### src/rtl/pe_relay_tile.sv
// pe_relay_tile: four-direction elastic relay tile, one valid/ready FIFO per direction.
//
// Ports:
//   clk, reset_n (async active-low), ap_start (enable for all channels)
//   in_from_{east,west,north,south} / in_valid[3:0] / in_ready[3:0]     : ingress
//   out_to_{east,west,north,south}  / out_valid[3:0] / out_ready[3:0]   : egress
//   Channel index: 0=east, 1=west, 2=north, 3=south.
// Optional feature macro: PE_RELAY_FULL_BYPASS_EN (a full channel accepts a push
// in the same cycle as a pop, adding an out_ready -> in_ready path).

module pe_relay_fifo #(
  parameter int W     = 8,
  parameter int DEPTH = 2,
  parameter int CNT_W = $clog2(DEPTH) + 1
) (
  input  logic         clk,
  input  logic         reset_n,
  input  logic         ap_start,
  input  logic [W-1:0] i_in_data,
  input  logic         i_in_valid,
  output logic         o_in_ready,
  output logic [W-1:0] o_out_data,
  output logic         o_out_valid,
  input  logic         i_out_ready
);
  localparam int AW = $clog2(DEPTH);
  logic [W-1:0]     r_mem [DEPTH];
  logic [AW-1:0]    r_wp;
  logic [AW-1:0]    r_rp;
  logic [CNT_W-1:0] r_cnt;
  logic             w_full;
  logic             w_push;
  logic             w_pop;
  assign w_full = r_cnt == CNT_W'(DEPTH);
`ifdef PE_RELAY_FULL_BYPASS_EN
  // When full, a pop this cycle frees the head slot, which is the one wp points at.
  assign o_in_ready = ap_start && (!w_full || i_out_ready);
`else
  assign o_in_ready = ap_start && !w_full;
`endif
  assign o_out_valid = ap_start && r_cnt != '0;
  assign w_push      = i_in_valid && o_in_ready;
  assign w_pop       = o_out_valid && i_out_ready;
  // Head word is always presented, even while out_valid is low.
  assign o_out_data  = r_mem[r_rp];
  always_ff @(posedge clk or negedge reset_n) begin
    if (!reset_n) begin
      r_wp  <= '0;
      r_rp  <= '0;
      r_cnt <= '0;
      for (int k = 0; k < DEPTH; k++) r_mem[k] <= '0;
    end else begin
      if (w_push) begin
        r_mem[r_wp] <= i_in_data;
        r_wp        <= r_wp + AW'(1);
      end
      if (w_pop) r_rp <= r_rp + AW'(1);
      r_cnt <= r_cnt + CNT_W'(w_push) - CNT_W'(w_pop);
    end
  end
endmodule

module pe_relay_tile #(
  parameter int EAST_WIDTH  = 131,
  parameter int WEST_WIDTH  = 130,
  parameter int NORTH_WIDTH = 167,
  parameter int SOUTH_WIDTH = 324,
  parameter int DEPTH       = 2,
  parameter int CNT_W       = $clog2(DEPTH) + 1
) (
  input  logic                   clk,
  input  logic                   reset_n,
  input  logic                   ap_start,
  input  logic [EAST_WIDTH-1:0]  in_from_east,
  input  logic [WEST_WIDTH-1:0]  in_from_west,
  input  logic [NORTH_WIDTH-1:0] in_from_north,
  input  logic [SOUTH_WIDTH-1:0] in_from_south,
  input  logic [3:0]             in_valid,
  output logic [3:0]             in_ready,
  output logic [EAST_WIDTH-1:0]  out_to_east,
  output logic [WEST_WIDTH-1:0]  out_to_west,
  output logic [NORTH_WIDTH-1:0] out_to_north,
  output logic [SOUTH_WIDTH-1:0] out_to_south,
  output logic [3:0]             out_valid,
  input  logic [3:0]             out_ready
);
  pe_relay_fifo #(.W(EAST_WIDTH), .DEPTH(DEPTH), .CNT_W(CNT_W)) u_east (
    .clk(clk), .reset_n(reset_n), .ap_start(ap_start),
    .i_in_data(in_from_east), .i_in_valid(in_valid[0]), .o_in_ready(in_ready[0]),
    .o_out_data(out_to_east), .o_out_valid(out_valid[0]), .i_out_ready(out_ready[0])
  );
  pe_relay_fifo #(.W(WEST_WIDTH), .DEPTH(DEPTH), .CNT_W(CNT_W)) u_west (
    .clk(clk), .reset_n(reset_n), .ap_start(ap_start),
    .i_in_data(in_from_west), .i_in_valid(in_valid[1]), .o_in_ready(in_ready[1]),
    .o_out_data(out_to_west), .o_out_valid(out_valid[1]), .i_out_ready(out_ready[1])
  );
  pe_relay_fifo #(.W(NORTH_WIDTH), .DEPTH(DEPTH), .CNT_W(CNT_W)) u_north (
    .clk(clk), .reset_n(reset_n), .ap_start(ap_start),
    .i_in_data(in_from_north), .i_in_valid(in_valid[2]), .o_in_ready(in_ready[2]),
    .o_out_data(out_to_north), .o_out_valid(out_valid[2]), .i_out_ready(out_ready[2])
  );
  pe_relay_fifo #(.W(SOUTH_WIDTH), .DEPTH(DEPTH), .CNT_W(CNT_W)) u_south (
    .clk(clk), .reset_n(reset_n), .ap_start(ap_start),
    .i_in_data(in_from_south), .i_in_valid(in_valid[3]), .o_in_ready(in_ready[3]),
    .o_out_data(out_to_south), .o_out_valid(out_valid[3]), .i_out_ready(out_ready[3])
  );
endmodule

### config.mk
export PLATFORM = sky130hd
export DESIGN_NAME = pe_relay_tile
export DESIGN_NICKNAME = d
export VERILOG_FILES = /design/src/rtl/pe_relay_tile.sv
export SDC_FILE = /design/constraint.sdc
export NUM_CORES = 2
export LEC_CHECK = 0
export ABC_AREA = 1
export CORE_AREA = 3 3 590 592
export DETAILED_ROUTE_END_ITERATION = 10
export DIE_AREA = 0 0 593 595
export SLEW_MARGIN = 20
export SYNTH_ARGS = -nofsm -noshare
export SYNTH_HDL_FRONTEND = slang
export SYNTH_SLANG_ARGS = --single-unit
### constraint.sdc
create_clock -name clk -period 4.2 [get_ports clk]
set_clock_uncertainty 0.05 [all_clocks]
set_input_delay 0.84 -clock clk [delete_from_list [all_inputs] [get_ports clk]]
set_output_delay 0.84 -clock clk [all_outputs]
set_load 0.005 [all_outputs]
# Word-level counts from Yosys, hierarchy flattened
# Cells that the tools add are included.
[word_totals]
ff_bits = 1520
in_bits = 763
output_inout_bits = 760
elab_cells = 112
[op_classes]
addsub = 16
order_cmp = 12
n_eq_ne = 4
muxes = 24
bitwise = 8
reduce_logical = 28
[ops]
columns = ["cell", "count"]
rows = [
  ["$mux W324", 4],
  ["$mux W167", 4],
  ["$bwmux W648", 1],
  ["$mux W131", 4],
  ["$mux W130", 4],
  ["$bwmux W334", 1],
  ["$demux W324 S1", 1],
  ["$bwmux W262", 1],
  ["$bwmux W260", 1],
  ["$demux W167 S1", 1],
  ["$demux W131 S1", 1],
  ["$demux W130 S1", 1],
  ["$logic_and A1 B1 Y1", 20],
  ["$ge A2 B2 Y1 const B", 8],
  ["$not A1 Y2", 8],
  ["$add A1 B1 Y1 const B", 8],
  ["$add A2 B1 Y2", 4],
  ["$eq A2 B2 Y1 const B", 4],
  ["$lt A2 B1 Y1 const B", 4],
  ["$reduce_bool A2 Y1", 4],
  ["$sub A2 B1 Y2", 4],
  ["$logic_not A1 Y1", 4],
]

# Depth between registers and ports, before layout
[depth]
word_depth = 6
depth_mapped = 10
ltp_nobuf = 9

# Hierarchy
# From an unflattened synthesis, not the netlist that was laid out.
[unflattened]
hier_cells = 9211
hier_area_um2 = 71360.9
[by_module_without_submodules]
columns = ["module", "instances", "cells_per_inst", "area_each_um2", "seq_area_each_um2"]
rows = [
  ["pe_relay_fifo (u_south)", 1, 3948, 30568.1, 16315.6],
  ["pe_relay_fifo (u_north)", 1, 2049, 15849.0, 8458.1],
  ["pe_relay_fifo (u_east)", 1, 1613, 12518.3, 6656.4],
  ["pe_relay_fifo (u_west)", 1, 1601, 12425.7, 6606.3],
]

# Least setup slack after synthesis
# OpenSTA, ideal clock, no wires.
[synth_path]
path_type = "input -> output"
start = "in ap_start"
end = "out in_ready[0]"
arrival_time_ns = 1.680
required_ns = 3.310
path_slack_ns = 1.630
path_stages = 6
path_buffers = 4
path_cell_list = "buf_4 inv_2 a21oi_1 buf_2 buf_2 buf_4"
[synth_via]
elab_chain_cells = 1
[synth_rtl]
columns = ["item", "line", "text"]
rows = [
  ["start: declaration", "73", "input logic ap_start,"],
  ["$logic_and A1 B1 Y1", "39", "assign o_in_ready = ap_start && !w_full;"],
  ["end: declaration", "79", "output logic [3:0] in_ready,"],
]
# Every way passes these cells.

# Worst setup path after layout
[layout_path]
start = "reg u_south.r_rp"
end = "out out_to_south[249]"
[layout_via]
elab_chain_cells = 4
[layout_rtl]
columns = ["item", "line", "text"]
rows = [
  ["start: declaration", "29", "logic [AW-1:0] r_rp;"],
  ["start signal: assignment", "57", "if (w_pop) r_rp <= r_rp + AW'(1);"],
  ["$not A1 Y2 (implied by the code)", "45", "assign o_out_data = r_mem[r_rp];"],
  ["$mux W324 (implied by the code) (3 in series)", "45", ""],
  ["end: declaration", "83", "output logic [SOUTH_WIDTH-1:0] out_to_south,"],
]
# Every way passes these cells. The select of a mux whose other input is x is not followed.

==> out/results.tsv <==
metric	value	unit
status	finished, final reports clean	
grt.busiest_layer	met2	
cts_sinks	1520	
start_util	0.209	
route.detailed.drc	0	
p_leak	48.1	nW
drive_above_1_share	0.0469	
yosys_warnings	0	
whs	0.307	ns
ioPinCount	1523	
tns	0	ns
seq_power_share	0.317	
reg2reg_to	u_south.r_mem[384]	
met2_usage	0.269	
area_growth	35.8	%
grt_pass1_wl	486000	um
grt-ovfl-total	0	
period_needed	4.05	ns
total_power	79.9	mW
worstSkewPairLatency	0.87	ns
intPower	46.0	mW
cts_tree	built	
syn_nets	9991	
dr.pass1.iters	5	
fillers	37100	
slew_viol_final	0	
die_w	593	um
clockBufferDepth	4	
end_kind	output pin	
drtIter0Drc	7019	
grt_max_degree	162	
peakVddDrop	0.000503	V
hpwl	234000	um
worstPathArrival	3.16	ns
rows	215	
port_buffers	1522	
netSwitchingPower	33.9	mW
grt.met1_usage	0.240	
max_clock_freq	0.247	GHz
path_max_fanout	37	
syn_inst	9220	
antenna_found_initial	123	
nets	11000	
start_kind	register	
rr_startpoint	u_south.r_wp	
swShare	0.425	
ctsHtreeMaxLevel	4	
seq_area_frac_synth	0.532	
synth_seq_cells	1520	
max_slew.worst_pin.slew	1.07	ns
path_class	reg2out	
global_route.usage.met3	0.0572	
avgSynthCellArea	7.76	sq um
core_region_area	0.343	sq mm
track_usage	0.184	
rsz0062_at_grt	false	
grt_pass1_vias	66100	
hold_viol_final	0	
cp_data_required_time	3.31	ns
ff2ff_setup_slack	1.33	ns
yosys.cell_types.count	18	
layout_commonest_cell	nand2_1	
wl_per_cell	22.7	um
postCtsSetupRepairBufs	0	
setup_violations	0	
globalplace.congestion	0.931	
cts_root_buf	clkbuf_16	
r2r_cells	6	
clk_pin_slew	0.07	ns
min_path_cells	3	
ant_nets	0	
drt-total-wl	341000	um
max-cap-violations	0	
combPwrFrac	0.476	
hold_class	in2reg	
cts_buffers	185	
die_h	595	um
pwr_density_cell	823	mW/mm^2
min_to	u_west.r_mem[10]	
mostFrequentLayoutCells	5280 x nand2_1, 1512 x dfrtp_1, 1511 x nand4_1, 1505 x clkdlybuf4s50_1, 187 x clkbuf_16	
worstHoldStart	in_valid[1]	
relSlewSlack	0.284	
synthesis.area	0.0715	sq mm
p_clk_frac	0.207	
vias_per_cell	4.71	
vias	70700	
die_area	0.353	sq mm
finalCritPeriodShare	0.965	
-- power by group through the flow --
stage,clock network (mW),registers [mW],logic [mW]
2_1_floorplan,0,24.2,17.2
3_3_place_gp,0,25.3,37.9
3_5_place_dp,0,25.4,38.1
4_1_cts,17.0,25.3,38.3
5_1_grt,17.5,26.2,41.3
6_report,16.5,25.4,38.0
-- through the flow --
stage	setup WS, ns	cell area, sq um	cells	util
finish	0.148	97100	15000	0.283
global route	0.00611	97100	15000	0.283
CTS	0.0000200	96900	14900	0.283
detailed placement	0.442	90700	14600	0.264
global placement	0.415	90700	14600	0.264
floorplan	1.63	71500	9220	-
-- critical path: stages, from the launching register on --
cell and delay [ns]:
dfrtp_4 0.71, buf_4 0.50, nand2_1 0.09, nand2_1 0.36, clkdlybuf4s50_1 0.60
-- Yosys cell counts --
library cell	count	area share
buf_1	74	0.0039
nand4_2	1	0.00017
a21oi_1	6	0.00042
ha_1	8	0.0014
buf_2	268	0.019
nand2_1	5292	0.28
clkbuf_1	409	0.021
xor2_1	4	0.00049
xnor2_1	4	0.00049
buf_4	87	0.0091
inv_2	6	0.00031
nand4_1	1511	0.13
buf_6	1	0.00016
a21oi_2	2	0.00024
nand3_1	4	0.00028
inv_1	19	0.0010
clkinv_1	4	0.00021
dfrtp_1	1520	0.53
-- how the worst max path moves through the flow --
stage,from,depth (start not counted),end
floorplan,ap_start,6,in_ready[0]
detailed placement,ap_start,6,out_valid[3]
global route,u_south.r_rp,4,out_to_south[48]
global placement,ap_start,5,in_ready[3]
CTS,u_south.r_rp,4,out_to_south[88]
finish,u_south.r_rp,4,out_to_south[249]
-- registers in the layout, indices dropped and copies added (netlist names) --
| register | flops |
|---|---|
| u_south.r_mem | 648 |
| u_north.r_mem | 334 |
| u_east.r_mem | 262 |
| u_west.r_mem | 260 |
| u_east.r_cnt | 2 |
| u_north.r_cnt | 2 |
| u_south.r_cnt | 2 |
| u_west.r_cnt | 2 |
| u_east.r_rp | 1 |
| u_east.r_wp | 1 |
| u_north.r_rp | 1 |
| u_north.r_wp | 1 |
| u_south.r_rp | 1 |
| u_south.r_wp | 1 |
| u_west.r_rp | 1 |
| u_west.r_wp | 1 |
-- layout make-up --
class                           instances  area [sq um]  area share
Antenna cell                           79           198     0.00204
Timing Repair Buffer                 1673         17200       0.177
Sequential cell                      1520         38100       0.392
Inverter                               29           158     0.00162
Clock inverter                         79           958     0.00987
Clock buffer                          253          5240      0.0539
Multi-Input combinational cell       6832         29600       0.305
Tap cell                             4557          5700      0.0587
-- repair_timing --
| action | CTS | global route |
|---|---|---|
| hold buffers | 1 | 0 |
| hold endpoints to repair | 65 | 0 |
| resized for setup | 28 | 3 |
| endpoints found under the setup margin | 151 | 4 |
-- per-layer routing --
| layer | wire, um | up-vias |
|---|---|---|
| li1 | - | 32400 |
| met1 | 140000 | 34600 |
| met2 | 148000 | 3047 |
| met3 | 33100 | 658 |
| met4 | 19000 | 82 |
| met5 | 548 | - |
-- cell families (layout without fill, tap and decap cells) --
| kind of cell | Yosys count | count (layout) | share of synthesized area |
|---|---|---|---|
| compound gates | 8 | 8 | 0.000665 |
| fa+ha+maj | 8 | 8 | 0.00140 |
| simple gates | 6808 | 6808 | 0.410 |
| buf+inv | 868 | 2034 | 0.0549 |
| flops | 1520 | 1520 | 0.532 |
| other cells | 0 | 79 | 0 |
| xor+xnor | 8 | 8 | 0.000979 |
Power figures use the tool's default switching activity.
